## src/rtl/regfile_pkg.sv

```systemverilog
// regfile_pkg: shared state encoding, default geometry and flat-bus slice helper
package regfile_pkg;
    typedef enum logic {ST_IDLE, ST_SWEEP} state_t;
    localparam int DEF_WIDTH = 16;
    localparam int DEF_DEPTH = 4;
    function automatic int slice_lo(input int idx, input int width);
        return idx * width;
    endfunction
endpackage

```

## src/rtl/regfile_n_if.sv

```systemverilog
// regfile_n_if: write/read/clear bus of the multi-port register file
interface regfile_n_if #(
    parameter int WIDTH = 16,
    parameter int DEPTH = 4,
    localparam int AW = $clog2(DEPTH)
);
    logic                   we;
    logic [AW-1:0]          wsel;
    logic [WIDTH-1:0]       d;
    logic [AW-1:0]          rsel0;
    logic [AW-1:0]          rsel1;
    logic [WIDTH-1:0]       q0;
    logic [WIDTH-1:0]       q1;
    logic                   clr_req;
    logic                   busy;
    logic                   done;
    logic                   wr_err;
    logic [DEPTH*WIDTH-1:0] r_out;
    modport master (output we, wsel, d, rsel0, rsel1, clr_req,
                    input q0, q1, busy, done, wr_err, r_out);
    modport slave  (input we, wsel, d, rsel0, rsel1, clr_req,
                    output q0, q1, busy, done, wr_err, r_out);
endinterface

```

## src/rtl/regfile_clr_seq.sv

```systemverilog
// regfile_clr_seq: clear sweep FSM, one register index per cycle while busy
module regfile_clr_seq import regfile_pkg::*; #(
    parameter int DEPTH = DEF_DEPTH,
    localparam int AW = $clog2(DEPTH)
) (
    input  logic          ck,
    input  logic          res,
    input  logic          clr_req,
    output logic          busy,
    output logic          done,
    output logic          sweep_we,
    output logic [AW-1:0] sweep_idx
);
    state_t        r_state, w_state_nx;
    logic [AW-1:0] r_idx, w_idx_nx;
    logic          r_done, w_done_nx, w_last;
    always_ff @(posedge ck) begin
        if (res) begin
            r_state <= ST_IDLE;
            r_idx   <= '0;
            r_done  <= 1'b0;
        end else begin
            r_state <= w_state_nx;
            r_idx   <= w_idx_nx;
            r_done  <= w_done_nx;
        end
    end
    // done is registered, so it is predicted from the next state
    always_comb begin
        w_last     = int'(r_idx) == DEPTH - 1;
        w_state_nx = r_state;
        w_idx_nx   = '0;
        if (r_state == ST_SWEEP) begin
            w_state_nx = w_last ? ST_IDLE : ST_SWEEP;
            w_idx_nx   = w_last ? '0 : r_idx + 1'b1;
        end else if (clr_req) begin
            w_state_nx = ST_SWEEP;
        end
        w_done_nx = (w_state_nx == ST_SWEEP) && (int'(w_idx_nx) == DEPTH - 1);
    end
    assign busy      = r_state == ST_SWEEP;
    assign sweep_we  = busy;
    assign sweep_idx = r_idx;
    assign done      = r_done;
endmodule

```

## src/rtl/regfile_n.sv

```systemverilog
// regfile_n: parametrised 1W/2R register file with optional bypass and clear sweep
module regfile_n import regfile_pkg::*; #(
    parameter int               WIDTH   = DEF_WIDTH,
    parameter int               DEPTH   = DEF_DEPTH,
    parameter bit               BYPASS  = 1'b0,
    parameter logic [WIDTH-1:0] CLR_VAL = '0
) (
    input logic        ck,
    input logic        res,
    regfile_n_if.slave bus
);
    logic [WIDTH-1:0]         r_mem [DEPTH];
    logic                     r_wr_err;
    logic                     w_busy, w_sweep_we, w_wr_ok;
    logic [$clog2(DEPTH)-1:0] w_sweep_idx;
    regfile_clr_seq #(.DEPTH(DEPTH)) u_clr (
        .ck        (ck),
        .res       (res),
        .clr_req   (bus.clr_req),
        .busy      (w_busy),
        .done      (bus.done),
        .sweep_we  (w_sweep_we),
        .sweep_idx (w_sweep_idx)
    );
    assign w_wr_ok = bus.we && !w_busy && (int'(bus.wsel) < DEPTH);
    always_ff @(posedge ck) begin
        if (res) begin
            for (int i = 0; i < DEPTH; i++) r_mem[i] <= '0;
            r_wr_err <= 1'b0;
        end else begin
            if (w_sweep_we) r_mem[w_sweep_idx] <= CLR_VAL;
            else if (w_wr_ok) r_mem[bus.wsel] <= bus.d;
            r_wr_err <= bus.we && w_busy;
        end
    end
    // w_wr_ok already excludes the sweep and out-of-range selects, so bypass is never taken then
    assign bus.q0 = (BYPASS && w_wr_ok && bus.rsel0 == bus.wsel) ? bus.d :
                    (int'(bus.rsel0) < DEPTH) ? r_mem[bus.rsel0] : '0;
    assign bus.q1 = (BYPASS && w_wr_ok && bus.rsel1 == bus.wsel) ? bus.d :
                    (int'(bus.rsel1) < DEPTH) ? r_mem[bus.rsel1] : '0;
    assign bus.busy   = w_busy;
    assign bus.wr_err = r_wr_err;
    for (genvar i = 0; i < DEPTH; i++) begin : g_out
        assign bus.r_out[slice_lo(i, WIDTH) +: WIDTH] = r_mem[i];
    end
endmodule

```

## src/flat_wrapper.sv

```systemverilog
// flat-port wrapper written by rule: the top's interface ports become plain ports
module regfile_n_flat import regfile_pkg::*;
#(
    parameter int               WIDTH   = DEF_WIDTH,
    parameter int               DEPTH   = DEF_DEPTH,
    parameter bit               BYPASS  = 1'b0,
    parameter logic [WIDTH-1:0] CLR_VAL = '0
)
  (ck, res, bus_we, bus_wsel, bus_d, bus_rsel0, bus_rsel1, bus_clr_req, bus_q0, bus_q1, bus_busy, bus_done, bus_wr_err, bus_r_out);
  regfile_n_if #(.WIDTH(WIDTH), .DEPTH(DEPTH)) bus_i ();
  input logic ck;
  input logic res;
  input wire logic [$bits(bus_i.we)-1:0] bus_we;
  input wire logic [$bits(bus_i.wsel)-1:0] bus_wsel;
  input wire logic [$bits(bus_i.d)-1:0] bus_d;
  input wire logic [$bits(bus_i.rsel0)-1:0] bus_rsel0;
  input wire logic [$bits(bus_i.rsel1)-1:0] bus_rsel1;
  input wire logic [$bits(bus_i.clr_req)-1:0] bus_clr_req;
  output wire logic [$bits(bus_i.q0)-1:0] bus_q0;
  output wire logic [$bits(bus_i.q1)-1:0] bus_q1;
  output wire logic [$bits(bus_i.busy)-1:0] bus_busy;
  output wire logic [$bits(bus_i.done)-1:0] bus_done;
  output wire logic [$bits(bus_i.wr_err)-1:0] bus_wr_err;
  output wire logic [$bits(bus_i.r_out)-1:0] bus_r_out;
  assign bus_i.we = bus_we;
  assign bus_i.wsel = bus_wsel;
  assign bus_i.d = bus_d;
  assign bus_i.rsel0 = bus_rsel0;
  assign bus_i.rsel1 = bus_rsel1;
  assign bus_i.clr_req = bus_clr_req;
  assign bus_q0 = bus_i.q0;
  assign bus_q1 = bus_i.q1;
  assign bus_busy = bus_i.busy;
  assign bus_done = bus_i.done;
  assign bus_wr_err = bus_i.wr_err;
  assign bus_r_out = bus_i.r_out;
  regfile_n #(.WIDTH(WIDTH), .DEPTH(DEPTH), .BYPASS(BYPASS), .CLR_VAL(CLR_VAL)) u_core (.ck(ck), .res(res), .bus(bus_i));
endmodule
```

## config.mk

```make
export PLATFORM = sky130hd
export DESIGN_NAME = regfile_n_flat
export DESIGN_NICKNAME = d
export VERILOG_FILES = /design/src/rtl/regfile_pkg.sv /design/src/rtl/regfile_n_if.sv /design/src/rtl/regfile_clr_seq.sv /design/src/rtl/regfile_n.sv /design/src/flat_wrapper.sv
export SDC_FILE = /design/constraint.sdc
export NUM_CORES = 1
export LEC_CHECK = 0
export CORE_MARGIN = 2
export CORE_UTILIZATION = 40
export DETAILED_ROUTE_END_ITERATION = 8
export DONT_BUFFER_PORTS = 1
export PLACE_DENSITY_LB_ADDON = 0.25
export SETUP_SLACK_MARGIN = 0.3
export SLEW_MARGIN = 30
export SYNTH_ARGS = -nofsm -noshare
export SYNTH_HDL_FRONTEND = slang
export SYNTH_SLANG_ARGS = --single-unit
```

## constraint.sdc

```tcl
create_clock -name ck -period 5.25 [get_ports ck]
set_input_delay 0.525 -clock ck [delete_from_list [all_inputs] [get_ports ck]]
set_output_delay 0.525 -clock ck [all_outputs]
set_load 0.1 [all_outputs]
```

Yosys cells after proc, flatten, opt, wreduce, memory -nomap -nowiden --
Memories as Yosys holds them, arrays and structs flattened. Cells that the tools add are included. W data, S select, Z words.
Word-level totals: bits in registers 5, bits in writable memories 64, input port bits 26, output and inout bits 99, logic and storage cells 34, memories 1
Cells by class: $add $sub $neg 1, eq/ne operators 2, muxes and demuxes 20, reduce and logical (&&, ||, !) cells 6
Memory list:
- u_core.r_mem | words 4, width 16, read ports 6, clocked after memory_dff 0, write ports 4, line regfile_n.sv:12 | logic [WIDTH-1:0] r_mem [DEPTH];
Operators by type and width (count):
- $mux W16 | 2
- $reduce_or A16 Y1 | 2
- $mux W1 | 14
- $mux W2 | 4
- $eq A2 B1 Y1 const B | 2
- $logic_and A1 B1 Y1 | 3
- $add A2 B1 Y2 const B | 1
- $logic_not A1 Y1 | 1

Depth between registers and ports, before layout --
depth in word-level cells 8, depth in mapped cells 5, gate-level depth less buffers 4

Cells and area by module --
From an unflattened synthesis, not the netlist that was laid out.
Unflattened totals: cells, all modules 225, area, all modules 3555.9 um^2
By module, submodules not included:
- regfile_n | times used 1, cells each 212, area an instance 3399.5 um^2, sequential area each 1941.9 um^2
- regfile_clr_seq | times used 1, cells each 13, area an instance 156.4 um^2, sequential area each 80.1 um^2

Worst setup path before layout --
No wires, ideal clock.
path kind register -> register, start point register u_core.u_clr.r_state (netlist: u_core.u_clr.busy), end point memory u_core.r_mem[3][0] (enable), setup time 0.414 ns, arrival time 2.644 ns, data required time 4.836 ns, path slack 2.192 ns, cell stages (with the launch flop) 4, path buffers 0, period minus slack after synthesis 3.058 ns, path through dfxtp_1 -> and2_1 -> nor2_1 -> o31ai_1
RTL lines:
- from (decl) | line regfile_clr_seq.sv:14 | state_t r_state, w_state_nx;
- from (signal assigned) | line regfile_clr_seq.sv:23 | r_state <= w_state_nx;
- to (decl) | line regfile_n.sv:12

==> results.txt <==
outcome -> finished clean
worst hold path endpoint -> u_core.u_clr.busy
CP Launch Type -> flop
Die W -> 95.5 um
CP Buf/Inv Count -> 1
Post-Synth Adder-Cell Area -> 0.00373
Power Total -> 0.00163 W
CTS tree -> done
Primary FF master, synth -> edfxtp_1
sequential fraction of the synthesis area -> 0.603
Starting DRT DRC Count -> 76
Die Ht -> 95.5 um
dpl hpwl -> 5280 um
Pre-Repair DR Iteration Count -> 5
Synth cell types -> 31
commonest non-fill, non-tap cell in the layout -> edfxtp_1
post-synthesis simple-gate area fraction -> 0.114
hold_sp -> res
crit end category -> output port
GRT Residual Overflow -> 0
Hold WC Path Type -> in -> reg
max_cap viols -> 0
routed via count -> 1883
Crit path arrival time -> 2160 ps
hold buffer count at CTS -> 0
post-CTS setup repair buffer count -> 0
Final Instance Area -> 0.00362 sq mm
Final setup viols -> 0
PortBufs -> 0
number of hold violations in the final report -> 0
critical-path cell list -> clkbuf_1, mux4_2
mux cell area share after synthesis -> 0.215
H-tree depth -> 3
drt total wl -> 7640 um
xor/xnor share of the synthesized area -> 0
crit path time final -> 2680 ps
CP top delay family -> flip-flops
first-pass GRT wire length -> 11000 um
worst r2r src -> u_core.u_clr.busy
Final #Nets -> 250
area delta synth->final -> 8.14%
RSZ-0062 raised after global routing -> no
# diodes -> 0
static leakage -> 1.35 nW
final core utilization -> 0.443
most frequent cells in the layout -> edfxtp_1 (64), nor2_1 (51), mux4_2 (32)
FF-to-FF setup slack -> 2720 ps
Synth Cell Area -> 0.00335 sq mm
setup ws final -> 2570 ps
R2R Path End -> u_core.r_mem[2][10]
Ports -> 125
gr usage total -> 0.173
worst vdd rail ir drop -> 0.159 mV
CTS sink count -> 69
CP max FO -> 2
Worst Path Class, Setup -> reg -> out
max_slew headroom -> 0.344
critical path's slowest cell -> edfxtp_1
number of global-route vias before repair -> 1996
worst-skew pair later-pin latency -> 340 ps
Starting Density -> 0.410
syn_nets -> 249
multi-input combinational cell area -> 0.00120 sq mm
CTS Root Cell -> clkbuf_8
pin count of the biggest net entering global routing -> 18
Avg Cell Area, Syn -> 15.1 sq um
Syn Inst Count -> 222
Synth Warn # -> 0
final worst clock skew -> 4.91 ps
DRC viols -> 0
via-per-instance ratio -> 5.65
layout cells sized above 1 -> 0.259
flops & latches, synth -> 69
initial antenna violation count -> 0
Core ar. -> 0.00818 sq mm
wire per inst -> 22.9 um
Crit path depth -> 2
fin. max-slew vios -> 0
clock slew at reported path FFs -> 70 ps
Synth Area in Compound Gates -> 0.0179
Routed Antenna Nets -> 0
Clock Path Buffers -> 2
placed inst area -> 0.00342 sq mm
number of synthesized flops with an enable pin -> 64
fmax -> 373 MHz
hold-critical path depth -> 1
Post-synth ARST share -> 0
Rows -> 33
Num CTS Buffers -> 9
Resized cells post-CTS -> 0
GP Congestion -> 0.729
power density cells -> 450 mW/mm^2
DIE AREA -> 0.00913 sq mm
main combinational cell family by area after synthesis -> multiplexers
worst slew pin tran -> 984 ps
post-route clock period utilization -> 0.510
setup_tns -> 0 ps
storage element area -> 0.00202 sq mm
Layout fillers -> 769
worst reg-to-reg path cell count -> 3
CP max stage delay -> 990 ps
Place WS -> 2670 ps
worst path required time -> 4720 ps
cell families (layout without fill, tap and decap cells):
| kind of cell | count (synthesis) | in the layout |
|---|---|---|
| buffers and inverters | 31 | 37 |
| multiplexers | 32 | 32 |
| AO/OA/AOI/OAI | 7 | 7 |
| adder cells (fa/ha/maj) | 1 | 1 |
| AND/OR/NAND/NOR | 82 | 82 |
| flip-flops | 69 | 69 |
per-stage QoR:
stage / instances / hold WS (ps)
floorplan: 222 / 441
global placement: 315 / 478
detailed placement: 315 / 478
CTS: 331 / 246
global route: 333 / 250
finish: 333 / 262
cell usage after synthesis, types with 2 or more instances:
| cell type | count | area [sq um] |
|---|---|---|
| nor2_1 | 51 | 191 |
| and3_1 | 2 | 12.5 |
| edfxtp_1 | 64 | 1920 |
| inv_1 | 18 | 67.6 |
| nand2_1 | 15 | 56.3 |
| a21oi_2 | 2 | 17.5 |
| nand2_2 | 3 | 18.8 |
| buf_2 | 3 | 15.0 |
| mux4_2 | 32 | 721 |
| dfxtp_1 | 5 | 100 |
| buf_4 | 5 | 37.5 |
| buf_6 | 2 | 22.5 |
| nand2b_1 | 2 | 12.5 |
worst reg2reg max path, cell delays in order, from the launching register on:
cell and delay (ps):
dfxtp_1 300, buf_4 260, nor3b_4 760, a311o_1 840
flip-flops by register name (all words and copies together), names as in the netlist:
name                    cells
u_core.r_mem               64
u_core.u_clr.sweep_idx      2
u_core.bus.wr_err           1
u_core.u_clr.busy           1
u_core.u_clr.done           1
where the power goes:
part / switching [W] / total [W] / internal [W]
Sequential: 0.000267 / 0.000908 / 0.000641
Combinational: 0.000258 / 0.000315 / 0.0000571
Clock: 0.000194 / 0.000409 / 0.000215
Total: 0.000719 / 0.00163 / 0.000913
metal layers:
metal  GRT usage  part of all wire  vias to the layer above
li1            -                 -                      836
met4      0.0690             0.015                        0
met3      0.0711             0.080                       10
met1       0.189              0.38                      966
met5           0                 0                        -
met2       0.300              0.53                       71
how the worst max path moves through the flow:
stage | start | endpoint | slack (ps)
final | u_core.r_mem[2][15] | bus_q0[15] | 2570
after detailed placement | u_core.u_clr.busy | u_core.r_mem[2][13] | 2670
after CTS | u_core.r_mem[2][15] | bus_q0[15] | 2560
after floorplan | u_core.u_clr.busy | u_core.r_mem[3][0] | 2190
after global placement | u_core.u_clr.busy | u_core.r_mem[2][8] | 2750
after global routing | u_core.u_clr.busy | u_core.r_mem[0][11] | 2520
final cells by class:
| class | instances | share of cell area |
|---|---|---|
| clock buffers | 10 | 0.0352 |
| clock inverters | 6 | 0.0148 |
| inverters | 18 | 0.0186 |
| multi-input cells | 122 | 0.331 |
| flip-flops and latches | 69 | 0.558 |
| well taps | 105 | 0.0362 |
| repair buffers | 3 | 0.00621 |
(Power assumes the default switching activity.)
